[src/rtl/heavy_table_pkg.sv]
// Shared widths, dump record size and FSM states for the heavy-part table dump controller.
package heavy_table_pkg;
   localparam int ADDR_W = 12;
   localparam int DATA_W = 96;
   localparam int DEPTH  = 4096;
   localparam int REC_W  = ADDR_W + DATA_W;

   typedef enum logic [2:0] {
      IDLE,
      HOLD,
      SWEEP,
      DRAIN,
      DONE
   } state_t;
endpackage

[src/rtl/heavy_part_table_dump_ctrl_if.sv]
// Dump control, pipeline RAM access, table RAM and dump record signals of the dump controller.
interface heavy_part_table_dump_ctrl_if #(
   parameter int ADDR_W = heavy_table_pkg::ADDR_W,
   parameter int DATA_W = heavy_table_pkg::DATA_W
);
   logic                     dump_req;
   logic                     dump_clear;
   logic                     dump_busy;
   logic                     dump_done;
   logic                     pipe_hold;
   logic                     pipe_idle;
   logic                     pipe_rden;
   logic [ADDR_W-1:0]        pipe_rdaddr;
   logic                     pipe_wren;
   logic [ADDR_W-1:0]        pipe_wraddr;
   logic [DATA_W-1:0]        pipe_wrdata;
   logic [DATA_W-1:0]        pipe_rdvalue;
   logic                     ram_rden;
   logic [ADDR_W-1:0]        ram_rdaddr;
   logic                     ram_wren;
   logic [ADDR_W-1:0]        ram_wraddr;
   logic [DATA_W-1:0]        ram_wrdata;
   logic [DATA_W-1:0]        ram_q;
   logic                     dump_out_wr;
   logic [ADDR_W+DATA_W-1:0] dump_out;
   logic                     dump_out_alf;
   logic [7:0]               drop_cnt;

   modport master (
      input  dump_req, dump_clear, pipe_idle, pipe_rden, pipe_rdaddr, pipe_wren,
             pipe_wraddr, pipe_wrdata, ram_q, dump_out_alf,
      output dump_busy, dump_done, pipe_hold, pipe_rdvalue, ram_rden, ram_rdaddr,
             ram_wren, ram_wraddr, ram_wrdata, dump_out_wr, dump_out, drop_cnt
   );

   modport slave (
      output dump_req, dump_clear, pipe_idle, pipe_rden, pipe_rdaddr, pipe_wren,
             pipe_wraddr, pipe_wrdata, ram_q, dump_out_alf,
      input  dump_busy, dump_done, pipe_hold, pipe_rdvalue, ram_rden, ram_rdaddr,
             ram_wren, ram_wraddr, ram_wrdata, dump_out_wr, dump_out, drop_cnt
   );
endinterface

[src/rtl/heavy_table_sweep_addr.sv]
// Sweep address counter plus tracking of the single read in flight (valid flag and its address).
// The counter parks on the terminal address; the terminal is compared explicitly, never by wrap.
module heavy_table_sweep_addr #(
   parameter int ADDR_W = heavy_table_pkg::ADDR_W,
   parameter int DEPTH  = heavy_table_pkg::DEPTH
) (
   input  logic              clk,
   input  logic              reset,
   input  logic              start,
   input  logic              issue,
   output logic [ADDR_W-1:0] addr,
   output logic              last,
   output logic              q_vld,
   output logic [ADDR_W-1:0] q_addr
);
   localparam logic [ADDR_W-1:0] LAST_ADDR = ADDR_W'(DEPTH - 1);

   assign last = (addr == LAST_ADDR);

   always_ff @(posedge clk or posedge reset) begin
      if (reset) begin
         addr   <= '0;
         q_vld  <= 1'b0;
         q_addr <= '0;
      end else begin
         q_vld <= issue;
         if (issue) q_addr <= addr;
         if (start) addr <= '0;
         else if (issue && !last) addr <= addr + ADDR_W'(1);
      end
   end
endmodule

[src/rtl/heavy_part_table_dump_ctrl.sv]
// Holds the lookup pipeline, sweeps every table entry out as {addr, entry} (optionally zeroing it),
// stalls reads on dump_out_alf; records appear two cycles after their read is issued.
module heavy_part_table_dump_ctrl #(
   parameter int ADDR_W = heavy_table_pkg::ADDR_W,
   parameter int DATA_W = heavy_table_pkg::DATA_W,
   parameter int DEPTH  = heavy_table_pkg::DEPTH
) (
   input logic                         clk,
   input logic                         reset,
   heavy_part_table_dump_ctrl_if.master bus
);
   import heavy_table_pkg::*;

   state_t                     state;
   logic                       clr_q;
   logic                       busy_r;
   logic                       hold_r;
   logic                       done_r;
   logic                       out_wr_r;
   logic [ADDR_W+DATA_W-1:0]   out_r;
   logic [7:0]                 drop_r;
   logic                       own;
   logic                       issue;
   logic                       start;
   logic [ADDR_W-1:0]          sw_addr;
   logic                       sw_last;
   logic                       q_vld;
   logic [ADDR_W-1:0]          q_addr;

   assign own   = (state == SWEEP) || (state == DRAIN) || (state == DONE);
   assign issue = (state == SWEEP) && !bus.dump_out_alf;
   assign start = (state == HOLD) && bus.pipe_idle;

   heavy_table_sweep_addr #(
      .ADDR_W (ADDR_W),
      .DEPTH  (DEPTH)
   ) u_sweep_addr (
      .clk    (clk),
      .reset  (reset),
      .start  (start),
      .issue  (issue),
      .addr   (sw_addr),
      .last   (sw_last),
      .q_vld  (q_vld),
      .q_addr (q_addr)
   );

   // Clear write targets the returning address while the counter has already moved on,
   // so the engine never reads and writes one entry in the same cycle.
   always_comb begin
      bus.ram_rden   = 1'b0;
      bus.ram_rdaddr = bus.pipe_rdaddr;
      bus.ram_wren   = 1'b0;
      bus.ram_wraddr = bus.pipe_wraddr;
      bus.ram_wrdata = bus.pipe_wrdata;
      if (own) begin
         bus.ram_rden   = issue;
         bus.ram_rdaddr = sw_addr;
         bus.ram_wren   = clr_q && q_vld;
         bus.ram_wraddr = q_addr;
         bus.ram_wrdata = '0;
      end else if (!reset) begin
         bus.ram_rden = bus.pipe_rden;
         bus.ram_wren = bus.pipe_wren;
      end
   end

   always_ff @(posedge clk or posedge reset) begin
      if (reset) begin
         state    <= IDLE;
         clr_q    <= 1'b0;
         busy_r   <= 1'b0;
         hold_r   <= 1'b0;
         done_r   <= 1'b0;
         out_wr_r <= 1'b0;
         out_r    <= '0;
         drop_r   <= '0;
      end else begin
         done_r   <= 1'b0;
         out_wr_r <= q_vld;
         if (q_vld) out_r <= {q_addr, bus.ram_q};
         if (own && (bus.pipe_rden || bus.pipe_wren) && (drop_r != 8'hFF))
            drop_r <= drop_r + 8'd1;
         case (state)
            IDLE: if (bus.dump_req) begin
               state  <= HOLD;
               clr_q  <= bus.dump_clear;
               drop_r <= '0;
               busy_r <= 1'b1;
               hold_r <= 1'b1;
            end
            HOLD:  if (bus.pipe_idle) state <= SWEEP;
            SWEEP: if (issue && sw_last) state <= DRAIN;
            // Leave only once the last read has returned and its record has been written.
            DRAIN: if (!q_vld) begin
               state  <= DONE;
               done_r <= 1'b1;
               busy_r <= 1'b0;
               hold_r <= 1'b0;
            end
            DONE:    state <= IDLE;
            default: state <= IDLE;
         endcase
      end
   end

   assign bus.dump_busy    = busy_r;
   assign bus.dump_done    = done_r;
   assign bus.pipe_hold    = hold_r;
   assign bus.dump_out_wr  = out_wr_r;
   assign bus.dump_out     = out_r;
   assign bus.drop_cnt     = drop_r;
   assign bus.pipe_rdvalue = bus.ram_q;
endmodule

[src/flat_wrapper.sv]
// flat-port wrapper written by rule: the top's interface ports become plain ports
module heavy_part_table_dump_ctrl_flat import heavy_table_pkg::*;
#(
   parameter int ADDR_W = heavy_table_pkg::ADDR_W,
   parameter int DATA_W = heavy_table_pkg::DATA_W,
   parameter int DEPTH  = heavy_table_pkg::DEPTH
)
  (clk, reset, bus_dump_req, bus_dump_clear, bus_pipe_idle, bus_pipe_rden, bus_pipe_rdaddr, bus_pipe_wren, bus_pipe_wraddr, bus_pipe_wrdata, bus_ram_q, bus_dump_out_alf, bus_dump_busy, bus_dump_done, bus_pipe_hold, bus_pipe_rdvalue, bus_ram_rden, bus_ram_rdaddr, bus_ram_wren, bus_ram_wraddr, bus_ram_wrdata, bus_dump_out_wr, bus_dump_out, bus_drop_cnt);
  heavy_part_table_dump_ctrl_if #(.ADDR_W(ADDR_W), .DATA_W(DATA_W)) bus_i ();
  input logic clk;
  input logic reset;
  input wire logic [$bits(bus_i.dump_req)-1:0] bus_dump_req;
  input wire logic [$bits(bus_i.dump_clear)-1:0] bus_dump_clear;
  input wire logic [$bits(bus_i.pipe_idle)-1:0] bus_pipe_idle;
  input wire logic [$bits(bus_i.pipe_rden)-1:0] bus_pipe_rden;
  input wire logic [$bits(bus_i.pipe_rdaddr)-1:0] bus_pipe_rdaddr;
  input wire logic [$bits(bus_i.pipe_wren)-1:0] bus_pipe_wren;
  input wire logic [$bits(bus_i.pipe_wraddr)-1:0] bus_pipe_wraddr;
  input wire logic [$bits(bus_i.pipe_wrdata)-1:0] bus_pipe_wrdata;
  input wire logic [$bits(bus_i.ram_q)-1:0] bus_ram_q;
  input wire logic [$bits(bus_i.dump_out_alf)-1:0] bus_dump_out_alf;
  output wire logic [$bits(bus_i.dump_busy)-1:0] bus_dump_busy;
  output wire logic [$bits(bus_i.dump_done)-1:0] bus_dump_done;
  output wire logic [$bits(bus_i.pipe_hold)-1:0] bus_pipe_hold;
  output wire logic [$bits(bus_i.pipe_rdvalue)-1:0] bus_pipe_rdvalue;
  output wire logic [$bits(bus_i.ram_rden)-1:0] bus_ram_rden;
  output wire logic [$bits(bus_i.ram_rdaddr)-1:0] bus_ram_rdaddr;
  output wire logic [$bits(bus_i.ram_wren)-1:0] bus_ram_wren;
  output wire logic [$bits(bus_i.ram_wraddr)-1:0] bus_ram_wraddr;
  output wire logic [$bits(bus_i.ram_wrdata)-1:0] bus_ram_wrdata;
  output wire logic [$bits(bus_i.dump_out_wr)-1:0] bus_dump_out_wr;
  output wire logic [$bits(bus_i.dump_out)-1:0] bus_dump_out;
  output wire logic [$bits(bus_i.drop_cnt)-1:0] bus_drop_cnt;
  assign bus_i.dump_req = bus_dump_req;
  assign bus_i.dump_clear = bus_dump_clear;
  assign bus_i.pipe_idle = bus_pipe_idle;
  assign bus_i.pipe_rden = bus_pipe_rden;
  assign bus_i.pipe_rdaddr = bus_pipe_rdaddr;
  assign bus_i.pipe_wren = bus_pipe_wren;
  assign bus_i.pipe_wraddr = bus_pipe_wraddr;
  assign bus_i.pipe_wrdata = bus_pipe_wrdata;
  assign bus_i.ram_q = bus_ram_q;
  assign bus_i.dump_out_alf = bus_dump_out_alf;
  assign bus_dump_busy = bus_i.dump_busy;
  assign bus_dump_done = bus_i.dump_done;
  assign bus_pipe_hold = bus_i.pipe_hold;
  assign bus_pipe_rdvalue = bus_i.pipe_rdvalue;
  assign bus_ram_rden = bus_i.ram_rden;
  assign bus_ram_rdaddr = bus_i.ram_rdaddr;
  assign bus_ram_wren = bus_i.ram_wren;
  assign bus_ram_wraddr = bus_i.ram_wraddr;
  assign bus_ram_wrdata = bus_i.ram_wrdata;
  assign bus_dump_out_wr = bus_i.dump_out_wr;
  assign bus_dump_out = bus_i.dump_out;
  assign bus_drop_cnt = bus_i.drop_cnt;
  heavy_part_table_dump_ctrl #(.ADDR_W(ADDR_W), .DATA_W(DATA_W), .DEPTH(DEPTH)) u_core (.clk(clk), .reset(reset), .bus(bus_i));
endmodule
[config.mk]
export PLATFORM = sky130hd
export DESIGN_NAME = heavy_part_table_dump_ctrl_flat
export DESIGN_NICKNAME = d
export VERILOG_FILES = /design/src/rtl/heavy_table_pkg.sv /design/src/rtl/heavy_part_table_dump_ctrl_if.sv /design/src/rtl/heavy_table_sweep_addr.sv /design/src/rtl/heavy_part_table_dump_ctrl.sv /design/src/flat_wrapper.sv
export SDC_FILE = /design/constraint.sdc
export NUM_CORES = 1
export LEC_CHECK = 0
export ABC_AREA = 1
export CELL_PAD_IN_SITES_DETAIL_PLACEMENT = 1
export CELL_PAD_IN_SITES_GLOBAL_PLACEMENT = 1
export CORE_AREA = 2 2 217 219
export DETAILED_ROUTE_END_ITERATION = 16
export DIE_AREA = 0 0 219 221
export GPL_ROUTABILITY_DRIVEN = 0
export GPL_TIMING_DRIVEN = 0
export PLACE_DENSITY_LB_ADDON = 0.15
export SYNTH_ARGS = -nofsm -noshare
export SYNTH_HDL_FRONTEND = slang
export SYNTH_HIERARCHICAL = 1
export SYNTH_SLANG_ARGS = --single-unit
[constraint.sdc]
create_clock -name clk -period 4.36 [get_ports clk]
set_clock_uncertainty 0.15 [all_clocks]
set_input_delay 0.654 -clock clk [delete_from_list [all_inputs] [get_ports clk]]
set_output_delay 0.654 -clock clk [all_outputs]
set_load 0.02 [all_outputs]
Yosys cells after proc, flatten, opt, wreduce, memory -nomap -nowiden:

Cells that the tools add are included.
W data, S select, Z words.

* add/sub/neg operators: 2
* multipliers: 0
* div/mod/pow operators: 0
* magnitude comparators: 0
* equality and inequality tests: 10
* shift-type cells: 0
* mux-type cells: 22
* bitwise logic cells: 0
* reductions and logical operators: 18

Operator list (number)
* $mux W96: 1
* $mux W12: 4
* $mux W8: 3
* $add A12 B1 Y12 const B: 1
* $eq A12 B12 Y1 const B: 1
* $mux W3: 4
* $pmux W3 S4: 1
* $add A8 B1 Y8 const B: 1
* $mux W1: 8
* $ne A2 B2 Y1 const B: 4
* $ne A8 B8 Y1 const B: 1
* $logic_and A1 B1 Y1: 7
* $eq A3 B2 Y1 const B: 2
* $reduce_and A4 Y1: 1
* $reduce_bool A2 Y1: 2
* $eq A3 B1 Y1 const B: 1
* $eq A3 B3 Y1 const B: 1
* $logic_not A3 Y1: 1
* $logic_or A1 B1 Y1: 3
* $reduce_and A3 Y1: 1
* $logic_not A1 Y1: 2
* $pmux W1 S2: 1
* $reduce_and A2 Y1: 1

* flip-flop bits (word level): 148
* bits in latches: 0
* RAM bits: 0
* bits in read-only memories: 0
* input port bits: 224
* output and inout port bits: 338
* memories: 0

Longest topological paths before layout:

Gate-level depths: netlist (run 1).

* depth after elaboration: 8
* depth in mapped cells: 10
* gate-level depth less buffers: 10

Hierarchy:

The synthesis (run 1) kept the hierarchy.

Modules (own cells, without submodules)
* heavy_part_table_dump_ctrl: times used 1, cells each 954, area each 6780.3 sq um, sequential area each 3078.0 sq um
* heavy_table_sweep_addr: times used 1, cells each 155, area each 1203.7 sq um, sequential area each 625.6 sq um

Least setup slack after synthesis (run 1):

OpenSTA, ideal clock, no wires.

* path kind: input to output
* from: input port reset
* to: output port bus_ram_wren
* arrival: 4.023 ns
* data required time: 3.556 ns
* slack: -0.467 ns
* cell stages on the path: 3
* path through: inv_1 nand2_1 o21ai_0

* longest elaborated chain between the ends: 2

RTL lines
* start, declared: line flat_wrapper.sv:11 `input logic reset;`
* $mux W1: line heavy_part_table_dump_ctrl.sv:62 `end else if (!reset) begin`
* $mux W1: line heavy_part_table_dump_ctrl.sv:56 `if (own) begin`
* end, declared: line flat_wrapper.sv:28 `output wire logic [$bits(bus_i.ram_wren)-1:0] bus_ram_wren;`

No other way between the ends.

Final worst setup path (run 1):

* from: register u_core.state[1]
* to: output port bus_ram_wrdata[71]

* longest elaborated chain between the ends: 4
* elaborated cells between the ends (all ways): 6
* classes of those cells: eq/ne (3); mux (1); reduce/logical (2)

RTL lines
* start, declared: line heavy_part_table_dump_ctrl.sv:14 `state_t state;`
* start signal, assigned: line heavy_part_table_dump_ctrl.sv:70 `state <= IDLE;`
* start signal, assigned: line heavy_part_table_dump_ctrl.sv:86 `state <= HOLD;`
* start signal, assigned: line heavy_part_table_dump_ctrl.sv:92 `HOLD: if (bus.pipe_idle) state <= SWEEP;`
* $eq A3 B2 Y1: line heavy_part_table_dump_ctrl.sv:30 `assign own = (state == SWEEP) || (state == DRAIN) || (state == DONE);`
* $logic_or A1 B1 Y1: line heavy_part_table_dump_ctrl.sv:30
* $logic_or A1 B1 Y1 (*): line heavy_part_table_dump_ctrl.sv:30
* $mux W96 (*): line heavy_part_table_dump_ctrl.sv:56
* end, declared: line flat_wrapper.sv:30 `output wire logic [$bits(bus_i.ram_wrdata)-1:0] bus_ram_wrdata;`

Mark *: on every way between the ends. The rest lies on a longest branch, timed or not.

==> impl_results.md, run 1 <==
- Clock buffer depth: 2
- Setup crit start: u_core/state[1]
- Synthesized area: between 0.007 and 0.008 mm^2
- Die width: between 200 and 250 um
- Area Overhead vs Synth: 89.3%
- Drt pass-1 iters: 4
- First-pass GRT wire length: between 60 and 70 mm
- Share of post-route cells with drive strength above 1: 0.106
- Final Slew Violations: 0
- Clock Power Share: 0.341
- Remaining Overflow, GRT: 0
- Arr. time, crit path: ~2.6 ns
- Vias in the first global route: 9375
- Setup bufs post-CTS: 0
- Placed Area: roughly 0.014 mm^2
- RR Startpoint: u_core/state[0]
- Worst-path clk slew: 0.06 ns
- Worst IR drop on VDD: approximately 0.00020 V
- Fin Setup TNS: 0 ns
- I/O pin count: about 560
- Final wirelength: 46.9 mm
- Initial core utilization: 0.173
- Commonest non-fill, non-tap cell in the layout: clkdlybuf4s50_1
- Die Y: roughly 220 um
- H-Tree Depth: 4
- Antenna violations before repair: 10
- Nets: 1919
- CP startpoint kind: flip-flop
- Critical path required time: about 3.6 ns
- Sequential-to-total area share from yosys stat: 0.464
- CTS resizes: 0
- Pwr/cell area: about 330 mW/mm^2
- Comb power frac: 0.313
- Switching Share: 0.319
- Syn nets: between 1000 and 1500
- NetSw: ~1.6 mW
- Commonest non-fill, non-tap cells in the layout: 561 x clkdlybuf4s50_1, 462 x nand2_1, 148 x dfrtp_1
- Leakage Power: ~7.4 nW
- Final Instance Count excl. Fillers: 2321
- Hold Violations, Final: 0
- Via density: about 3.8
- Outcome: complete, no violations
- GRT Total Usage: 0.192
- Endpoints failing setup: 0
- Mapped Avg Cell Area: 7.20 um^2
- Largest net degree at the start of global routing: 33
- WHS: roughly 0.32 ns
- Final Critical Period: between 3 and 4 ns
- Clock latency on the worst-skew pair: between 0.4 and 0.5 ns
- Slew @ Worst Pin: 1.06 ns
- Hold_sp: u_core/bus.dump_out[72]
- Routed len/inst: 20.2 um
- Placed insts: roughly 2300
- Vias: just under 9000
- PortBufs: approximately 560
- Fin area: around 0.015 mm^2
- DRC viols: 0
- Seq pwr share: 0.346
- Crit end category: primary output
- Kind of critical path: flip-flop to primary output
- Starting DRT DRC Count: 384
- Warnings from Yosys: 6
- CTS tree: built
- Synth cell types: 25
- RSZ-0062 raised after global routing: no
- Worst-path maximum fanout: 10
- Antenna viol nets, final: 0
- Clk sinks: about 150
- Number of CTS-inserted buffers: 17
- # hold bufs at CTS: 0
- HPWL Detailed: around 40 mm
- Worst slew margin: 0.291
- Die area: roughly 0.048 mm^2
- Max Cap Viol: 0
- Fmax: just under 0.3 GHz
- Synthesized flop and latch total: ~150
- FP Rows: about 80
- Root buffer cell: clkbuf_16
- Core ar.: roughly 0.046 mm^2
- Cells after Synth: between 1000 and 1500
- Hold Path Class: flip-flop to flip-flop
- Final WS setup: approximately 1 ns
- Fin crit share: 0.772
- Worst Setup Slack post-DPL: 0.952 ns
- Internal power: approximately 3.4 mW
-- Yosys cell counts --
| cell type | number | area (um^2) |
|---|---|---|
| o22ai_1 | 1 | 6.26 |
| buf_2 | 16 | 80.1 |
| inv_2 | 4 | 15.0 |
| nand2_2 | 1 | 6.26 |
| ha_1 | 2 | 25.0 |
| nand2_4 | 3 | 33.8 |
| nand3b_1 | 1 | 7.51 |
| xor2_1 | 2 | 17.5 |
| nor2_2 | 11 | 68.8 |
| mux2_2 | 1 | 11.3 |
| clkinv_2 | 1 | 5.00 |
| nand4_1 | 9 | 56.3 |
| nor3_1 | 5 | 25.0 |
| nand2_1 | 462 | 1730 |
| a21oi_1 | 16 | 80.1 |
| nor2_8 | 1 | 20.0 |
| buf_6 | 10 | 113 |
| o21ai_0 | 15 | 75.1 |
| inv_1 | 134 | 503 |
| nor2_1 | 132 | 495 |
| clkbuf_1 | 13 | 48.8 |
| dfrtp_1 | 148 | 3700 |
| o21ai_1 | 1 | 5.00 |
| buf_4 | 99 | 743 |
| nand3_1 | 21 | 105 |
-- power groups by stage --
stage / sequential, mW / clock [mW] / combinational [mW]
2_1_floorplan: 1.86 / 0 / 0.526
3_3_place_gp: 1.72 / 0 / 1.54
3_5_place_dp: 1.73 / 0 / 1.56
4_1_cts: 1.70 / 1.75 / 1.57
5_1_grt: 1.73 / 1.80 / 1.67
6_report: 1.70 / 1.68 / 1.54
-- flip-flops by register name, summed over array words and instances (netlist names) --
name / count
u_core/bus.dump_done: 1
u_core/u_sweep_addr/q_addr: 12
u_core/bus.pipe_hold: 1
u_core/state: 3
u_core/clr_q: 1
u_core/bus.dump_out_wr: 1
u_core/u_sweep_addr/addr: 12
u_core/u_sweep_addr/q_vld: 1
u_core/bus.drop_cnt: 8
u_core/bus.dump_out: 108
-- layout make-up --
| class | count | area [um^2] |
|---|---|---|
| Buffer | 138 | 985 |
| Timing Repair Buffer | 565 | 5700 |
| Inverter | 139 | 527 |
| Clock buffer | 22 | 474 |
| Tap cell | 607 | 759 |
| Clock inverter | 8 | 173 |
| Multi-Input combinational cell | 684 | 2770 |
| Sequential cell | 148 | 3700 |
| Fill cell | 5539 | 30900 |
| Antenna cell | 10 | 25.0 |
-- cell families (layout without fill, tap and decap cells) --
group / Yosys count / count (layout) / share of synthesized area
AO/OA/AOI/OAI: 33 / 33 / 0.0208
XOR/XNOR: 2 / 2 / 0.00219
AND/OR/NAND/NOR: 646 / 646 / 0.320
other: 0 / 10 / 0
buffers and inverters: 277 / 872 / 0.189
multiplexers: 1 / 1 / 0.00141
flip-flops: 148 / 148 / 0.464
adder cells (fa/ha/maj): 2 / 2 / 0.00313
-- layer usage --
metal	GRT usage	up-vias	wire length (um)
met2	0.334	276	23200
met4	0.0508	6	756
met1	0.238	4229	19700
met5	0	-	39
met3	0.0422	37	3140
li1	-	4361	-
-- metrics by stage --
stage,power (mW),util
final,4.92,0.328
after global routing,5.20,0.328
after CTS,5.02,0.328
after detailed placement,3.29,0.314
after global placement,3.26,0.312
after floorplan,2.38,-
-- worst paths after layout --
kind | slack (ns) | cells after the start | to
max in group asynchronous | 2.62 | 5 | u_core/bus.dump_out[33]
min in group asynchronous | 0.48 | 2 | u_core/bus.dump_out[107]
worst max-delay path | 1.0 | 7 | bus_ram_wrdata[71]
worst min register to register | 0.32 | 2 | u_core/bus.dump_out[72]
worst min-delay path | 0.32 | 2 | u_core/bus.dump_out[72]
worst max register to register | 2.07 | 6 | u_core/u_sweep_addr/q_addr[6]
-- critical path, stage by stage, from the launching register on --
cell             delay (ns)
dfrtp_1                0.43
nor2_1                 0.08
nand2_1                0.10
nand2_4                0.11
buf_6                  0.19
buf_6                  0.16
nor2_1                 0.31
clkdlybuf4s50_1        0.74
No activity file was read; power rests on OpenSTA's default activity.
==> inputs of run 2 (changes only) <==
- clock period: 4.36 -> 2.9 ns (I/O delays scaled with it)
==> run 2 against run 1 <==
Compared with the run above:
- design area up 0.36%
- register-to-register slack worse by 1.3 ns
- largest cell class unchanged
- power up 45%
- flip-flop and latch count is the same
- worst hold slack worse by 0.0013 ns
- core utilization is 0.12 points higher
- final cell count decreased by 0.13%
- combinational power rose by 49%
- sequential share of layout area decreased by 0.087 points
- largest power group unchanged
- clock power is 35% higher
- global-route usage shrank 1.3 points
==> impl_results.md, run 2 (synthesis gave the netlist of run 1 again) <==
- Outcome: complete, no violations
- Starting DRT DRC Count: 369 (-3.9%)
- Leakage Power: 8.76 nW (+19%)
- Antenna violations before repair: 5 (-5)
- Crit end category: primary output
- Root buffer cell: clkbuf_16
- Hold Path Class: flip-flop to flip-flop
- Worst slew margin: 0.296 (+0.00447)
- CP startpoint kind: flip-flop
- PortBufs: 561 (unchanged)
- Setup crit start: u_core/state[1]
- Nets: 1922 (+0.16%)
- RSZ-0062 raised after global routing: no
- Final Critical Period: ~2.8 ns
- Area Overhead vs Synth: 90.0%
- Worst IR drop on VDD: 0.000287 V (+45%)
- I/O pin count: 562 (unchanged)
- Share of post-route cells with drive strength above 1: 0.110 (+0.00437)
- Commonest non-fill, non-tap cells in the layout: 462 x nand2_1, 448 x clkdlybuf4s50_1, 148 x dfrtp_1
- HPWL Detailed: 36.5 mm (-7.4%)
- Worst-path maximum fanout: 10 (unchanged)
- Clk sinks: 148 (unchanged)
- Fin Setup TNS: 0 ns (unchanged)
- Hold Violations, Final: 0 (unchanged)
- R2R setup slack: 0.77 ns (-1.30 ns)
- Vias in the first global route: 9108 (-2.8%)
- Worst Hold Path Cells: 2 (unchanged)
- Clock latency on the worst-skew pair: 0.45 ns (about the same)
- Fmax: roughly 0.36 GHz
- Slew @ Worst Pin: 1.06 ns (-0.00669 ns)
- FP Rows: 79 (unchanged)
- Fin crit share: 0.966
- FF-to-FF path depth: 8 (+2)
- GRT Total Usage: 0.179 (-0.0127)
- Remaining Overflow, GRT: 0 (unchanged)
- Core ar.: 0.0461 mm^2 (unchanged)
- # fillers: 5591 (+0.94%)
- Drt pass-1 iters: 4 (unchanged)
- Final Slew Violations: 0 (unchanged)
- Arr. time, crit path: 2.22 ns (-0.34 ns)
- Worst-path clk slew: 0.07 ns (about the same)
- Number of CTS-inserted buffers: 17 (unchanged)
- Largest net degree at the start of global routing: 39 (+18%)
- Die width: 219 um (unchanged)
- DRC viols: 0 (unchanged)
- Sink of the worst hold path: u_core/bus.dump_out[53]
- CTS tree: built
- Die Y: 221 um (unchanged)
- Initial core utilization: 0.173 (unchanged)
- Commonest non-fill, non-tap cell in the layout: nand2_1
- Via density: 3.81 (-0.70%)
- Placed insts: 2280 (-0.044%)
- Clock buffer depth: 2 (unchanged)
- Routed len/inst: 18.9 um (-6.4%)
- Max reg flops: 108 (unchanged)
- Final Instance Count excl. Fillers: 2318 (-0.13%)
- First-pass GRT wire length: 63.1 mm (-5.0%)
- RR Startpoint: u_core/state[2]
- Final wirelength: 43.8 mm (-6.6%)
- H-Tree Depth: 4 (unchanged)
- Hold_sp: u_core/bus.dump_out[53]
- Pwr/cell area: 469 mW/mm^2 (+44%)
- Die area: 0.0484 mm^2 (unchanged)
- FF-to-FF End: u_core/u_sweep_addr/addr[11]
- Max Cap Viol: 0 (unchanged)
- Critical path required time: 2.32 ns (-1.24 ns)
- Kind of critical path: flip-flop to primary output
- Vias: 8835 (-0.83%)
- Antenna viol nets, final: 0 (unchanged)
- Endpoints failing setup: 0 (unchanged)
## run 2: critical path: stages (launching register included)
cell	delay, ns
dfrtp_1	0.44
nor2_1	0.08
nand2_1	0.10
nand2_4	0.11
buf_6	0.18
buf_6	0.15
nor2_1	0.27
dlygate4sd2_1	0.44
## run 2: through the flow
stage               hold WS, ns  setup slack [ns]  power (mW)  instance area [um^2]  utilization
detailed placement        0.309            -0.494        4.97                 14400        0.313
CTS                       0.325           -0.0383        7.28                 15000        0.325
global route              0.346          0.000391        7.53                 15200        0.329
floorplan                 0.272            -0.328        3.58                  7990            -
finish                    0.319            0.0972        7.11                 15200        0.329
global placement          0.304             -2.59        4.94                 14400        0.312
## run 2: final cells by class
class,count,area [um^2],share of cell area
inverter,139,529,0.0349
timing repair inverter,1,5.00,0.000330
timing repair buffer,567,5810,0.383
antenna,2,5.00,0.000330
tap,607,759,0.0501
clock buffer,17,425,0.0280
clock inverter,15,158,0.0104
multi-input combinational,684,2780,0.183
sequential,148,3700,0.244
buffer,138,996,0.0657
## run 2: how the worst max path moves through the flow
stage / cells after the start / endpoint
2_1_floorplan: 3 / bus_ram_rden
3_3_place_gp: 5 / bus_ram_rden
3_5_place_dp: 6 / bus_ram_rden
4_1_cts: 8 / bus_ram_wraddr[8]
5_1_grt: 7 / bus_ram_wrdata[62]
6_report: 7 / bus_ram_wrdata[68]
## run 2: layer usage
metal / wire length, um / global-route usage / part of all wire / vias to the layer above
met5: 32 / 0 / 0.00073 / -
met4: 631 / 0.0410 / 0.014 / 6
met3: 2800 / 0.0481 / 0.064 / 36
met2: 22300 / 0.322 / 0.51 / 251
met1: 18000 / 0.210 / 0.41 / 4184
li1: - / - / - / 4358
## run 2: timing repair
item                       in CTS  in global routing
setup endpoints to repair      45                 75
pin swaps                       0                  1
buffers inserted                1                  2
hold buffers                    0                  0
resized for setup              51                 68
cloned                          1                  0
## run 2: power breakdown
group          switching, mW  leakage [nW]  internal, mW
clock                  0.997         0.276          1.27
sequential             0.231          1.81          2.33
combinational           1.21          6.67          1.08
==> inputs of run 3 (changes only) <==
- PLACE_DENSITY: unset -> 0.64
- PLACE_DENSITY_LB_ADDON: 0.15 -> unset
==> run 3 against run 2 <==
Compared with the run above:
- maximum frequency rose by 2.4%
- sequential share of layout area rose by 0.053 points
- final cell count fell by 0.17%
- worst hold slack barely moved
- global-route usage fell by 2.4 points
- clock power fell by 5%
- die area did not move
- critical path type unchanged
- power fell by 2.2%
- count of clock-buffer cells in the layout rose by 7
- design area fell by 0.18%
- routed wire length fell by 12%
==> impl_results.md, run 3 (synthesis gave the netlist of run 1 again) <==
- Placed insts: 2280 (unchanged)
- Nets: 1921 (-0.052%)
- Arr. time, crit path: 2.15 ns (-0.07 ns)
- Slew @ Worst Pin: 1.05 ns (-0.00495 ns)
- Critical path required time: 2.32 ns (about the same)
- Util after Layout: 0.329 (-0.000598)
- I/O pin count: 562 (unchanged)
- CP endpoint: bus_ram_rden
- Final wirelength: 38.7 mm (-12%)
- FF-to-FF path depth: 8 (unchanged)
- Max Cap Viol: 0 (unchanged)
- Endpoints failing setup: 0 (unchanged)
- Clock latency on the worst-skew pair: 0.45 ns (about the same)
- Clock Power Share: 0.311 (-0.008)
- Comb power frac: 0.320 (about the same)
- Switching Share: 0.332 (-0.0113)
- Clock buffer depth: 2 (unchanged)
- Final WS setup: 0.162 ns (+0.0644 ns)
- Antenna viol nets, final: 0 (unchanged)
- GRT Total Usage: 0.156 (-0.0236)
- Outcome: complete, no violations
- Commonest non-fill, non-tap cells in the layout: 462 x nand2_1, 446 x clkdlybuf4s50_1, 147 x dfrtp_1
- PortBufs: 561 (unchanged)
- Tot Pwr: 6.95 mW (-2.2%)
- Die width: 219 um (unchanged)
- Worst Setup Slack post-DPL: -0.585 ns (-0.0912 ns)
- Commonest non-fill, non-tap cell in the layout: nand2_1
- Vias in the first global route: 9160 (+0.57%)
- Final Critical Period: 2.74 ns (-0.0644 ns)
- Setup crit start: u_core/state[2]
- Area Overhead vs Synth: 89.6%
- Crit end category: primary output
- FP Rows: 79 (unchanged)
- Fmax: 0.365 GHz (+2.4%)
- Worst IR drop on VDD: 0.000338 V (+18%)
- CTS tree: built
- Die Y: 221 um (unchanged)
- First-pass GRT wire length: 56.6 mm (-10%)
- CP startpoint kind: flip-flop
- Final Slew Violations: 0 (unchanged)
- Routed len/inst: 16.7 um (-11%)
- Pwr/cell area: 459 mW/mm^2 (-2.0%)
- Worst slew margin: 0.296 (about the same)
- Via density: 3.81 (about the same)
- Fin crit share: 0.944 (-0.0222)
- RR Startpoint: u_core/state[0]
- Starting DRT DRC Count: 382 (+3.5%)
- Met2 WL: 20.0 mm (-11%)
- Remaining Overflow, GRT: 0 (unchanged)
- Drt pass-1 iters: 4 (unchanged)
- FF-to-FF End: u_core/u_sweep_addr/addr[6]
- Fin area: 0.0151 mm^2 (-0.18%)
- HPWL Detailed: 31.7 mm (-13%)
- Top Metal Used: met5
- Largest net degree at the start of global routing: 39 (unchanged)
- Kind of critical path: flip-flop to primary output
- Core ar.: 0.0461 mm^2 (unchanged)
- NetSw: 2.31 mW (-5.4%)
- Leakage Power: 8.82 nW (+0.70%)
- Hold Violations, Final: 0 (unchanged)
- # diodes: 0 (-2)
- H-Tree Depth: 4 (unchanged)
- DRC viols: 0 (unchanged)
- Max reg flops: 108 (unchanged)
- R2R setup slack: 0.76 ns (about the same)
- DRT met1 WL: 15.5 mm (-14%)
- Final Instance Count excl. Fillers: 2314 (-0.17%)
- Seq pwr share: 0.369 (+0.009)
- Routed wl met3: 2.40 mm (-14%)
- Internal power: 4.65 mW (-0.51%)
- Die area: 0.0484 mm^2 (unchanged)
- Worst-path clk slew: 0.06 ns (about the same)
- Clk sinks: 148 (unchanged)
- Hold Path Class: flip-flop to flip-flop
- Root buffer cell: clkbuf_16
- Initial core utilization: 0.173 (unchanged)
- Worst-path maximum fanout: 7 (-3)
- RSZ-0062 raised after global routing: no
- Share of post-route cells with drive strength above 1: 0.107 (-0.00339)
- Antenna violations before repair: 1 (-4)
- Placed Area: 0.0144 mm^2 (unchanged)
- Vias: 8826 (-0.10%)
- Number of CTS-inserted buffers: 17 (unchanged)
## run 3: cell count changes in the layout (fill, tap and decap cells not counted), moves of 2 or more
cell,change
clkinv_2,-2
clkbuf_1,+4
dlygate4sd2_1,-2
buf_6,-2
inv_6,-2
dlymetal6s2s_1,+4
clkinv_4,-2
diode_2,-2
clkbuf_8,+3
clkdlybuf4s50_1,-2
## run 3: power groups by stage
stage	registers [mW]	logic [mW]	clock network [mW]
floorplan	2.79	0.791	0
global placement	2.59	2.26	0
detailed placement	2.61	2.29	0
CTS	2.57	2.27	2.28
global route	2.61	2.41	2.36
finish	2.56	2.23	2.16
## run 3: worst min path at each step
stage / start / end / slack [ns] / depth (start not counted)
after global placement: u_core/bus.dump_out[26] / u_core/bus.dump_out[26] / 0.30 / 2
after CTS: u_core/bus.dump_out[25] / u_core/bus.dump_out[25] / 0.32 / 2
after floorplan: u_core/u_sweep_addr/q_vld / u_core/bus.dump_out_wr / 0.27 / 0
final: u_core/bus.dump_out[17] / u_core/bus.dump_out[17] / 0.32 / 2
after detailed placement: u_core/bus.dump_out[25] / u_core/bus.dump_out[25] / 0.31 / 2
after global routing: u_core/bus.dump_out[96] / u_core/bus.dump_out[96] / 0.34 / 2
## run 3: repair_timing
| action | in CTS | in global routing |
|---|---|---|
| cloned | 1 | 0 |
| endpoints found under the setup margin | 53 | 73 |
| resized for setup | 48 | 73 |
| pin swaps | 0 | 0 |
| hold buffers | 0 | 0 |
| setup buffers | 2 | 0 |
## run 3: area by class of cell
cell class	count	area [um^2]
Clock buffer	24	482
Fill cell	5544	30900
Tap cell	607	759
Inverter	139	529
Timing Repair Buffer	566	5820
Buffer	138	996
Timing Repair inverter	1	5.00
Clock inverter	7	75.1
Multi-Input combinational cell	684	2770
Sequential cell	148	3700
## run 3: worst max-delay path, stage by stage (launching register included)
cell and delay, ns:
dfrtp_1 0.36, inv_1 0.11, nand2_1 0.12, nand2_4 0.12
inv_4 0.13, nand2_1 0.11, o22ai_1 0.12, clkdlybuf4s50_1 0.65
## run 3: per-layer routing
layer	vias up	track usage
met3	40	0.0384
met4	2	0.0501
met5	-	0
met2	253	0.284
li1	4344	-
met1	4187	0.176
## run 3: stage by stage
| step | hold WS [ns] | TNS, ns |
|---|---|---|
| after floorplan | 0.272 | -0.636 |
| after global placement | 0.302 | -98.88 |
| after detailed placement | 0.308 | -1.16 |
| after CTS | 0.323 | 0 |
| after global routing | 0.342 | 0 |
| final | 0.319 | 0 |
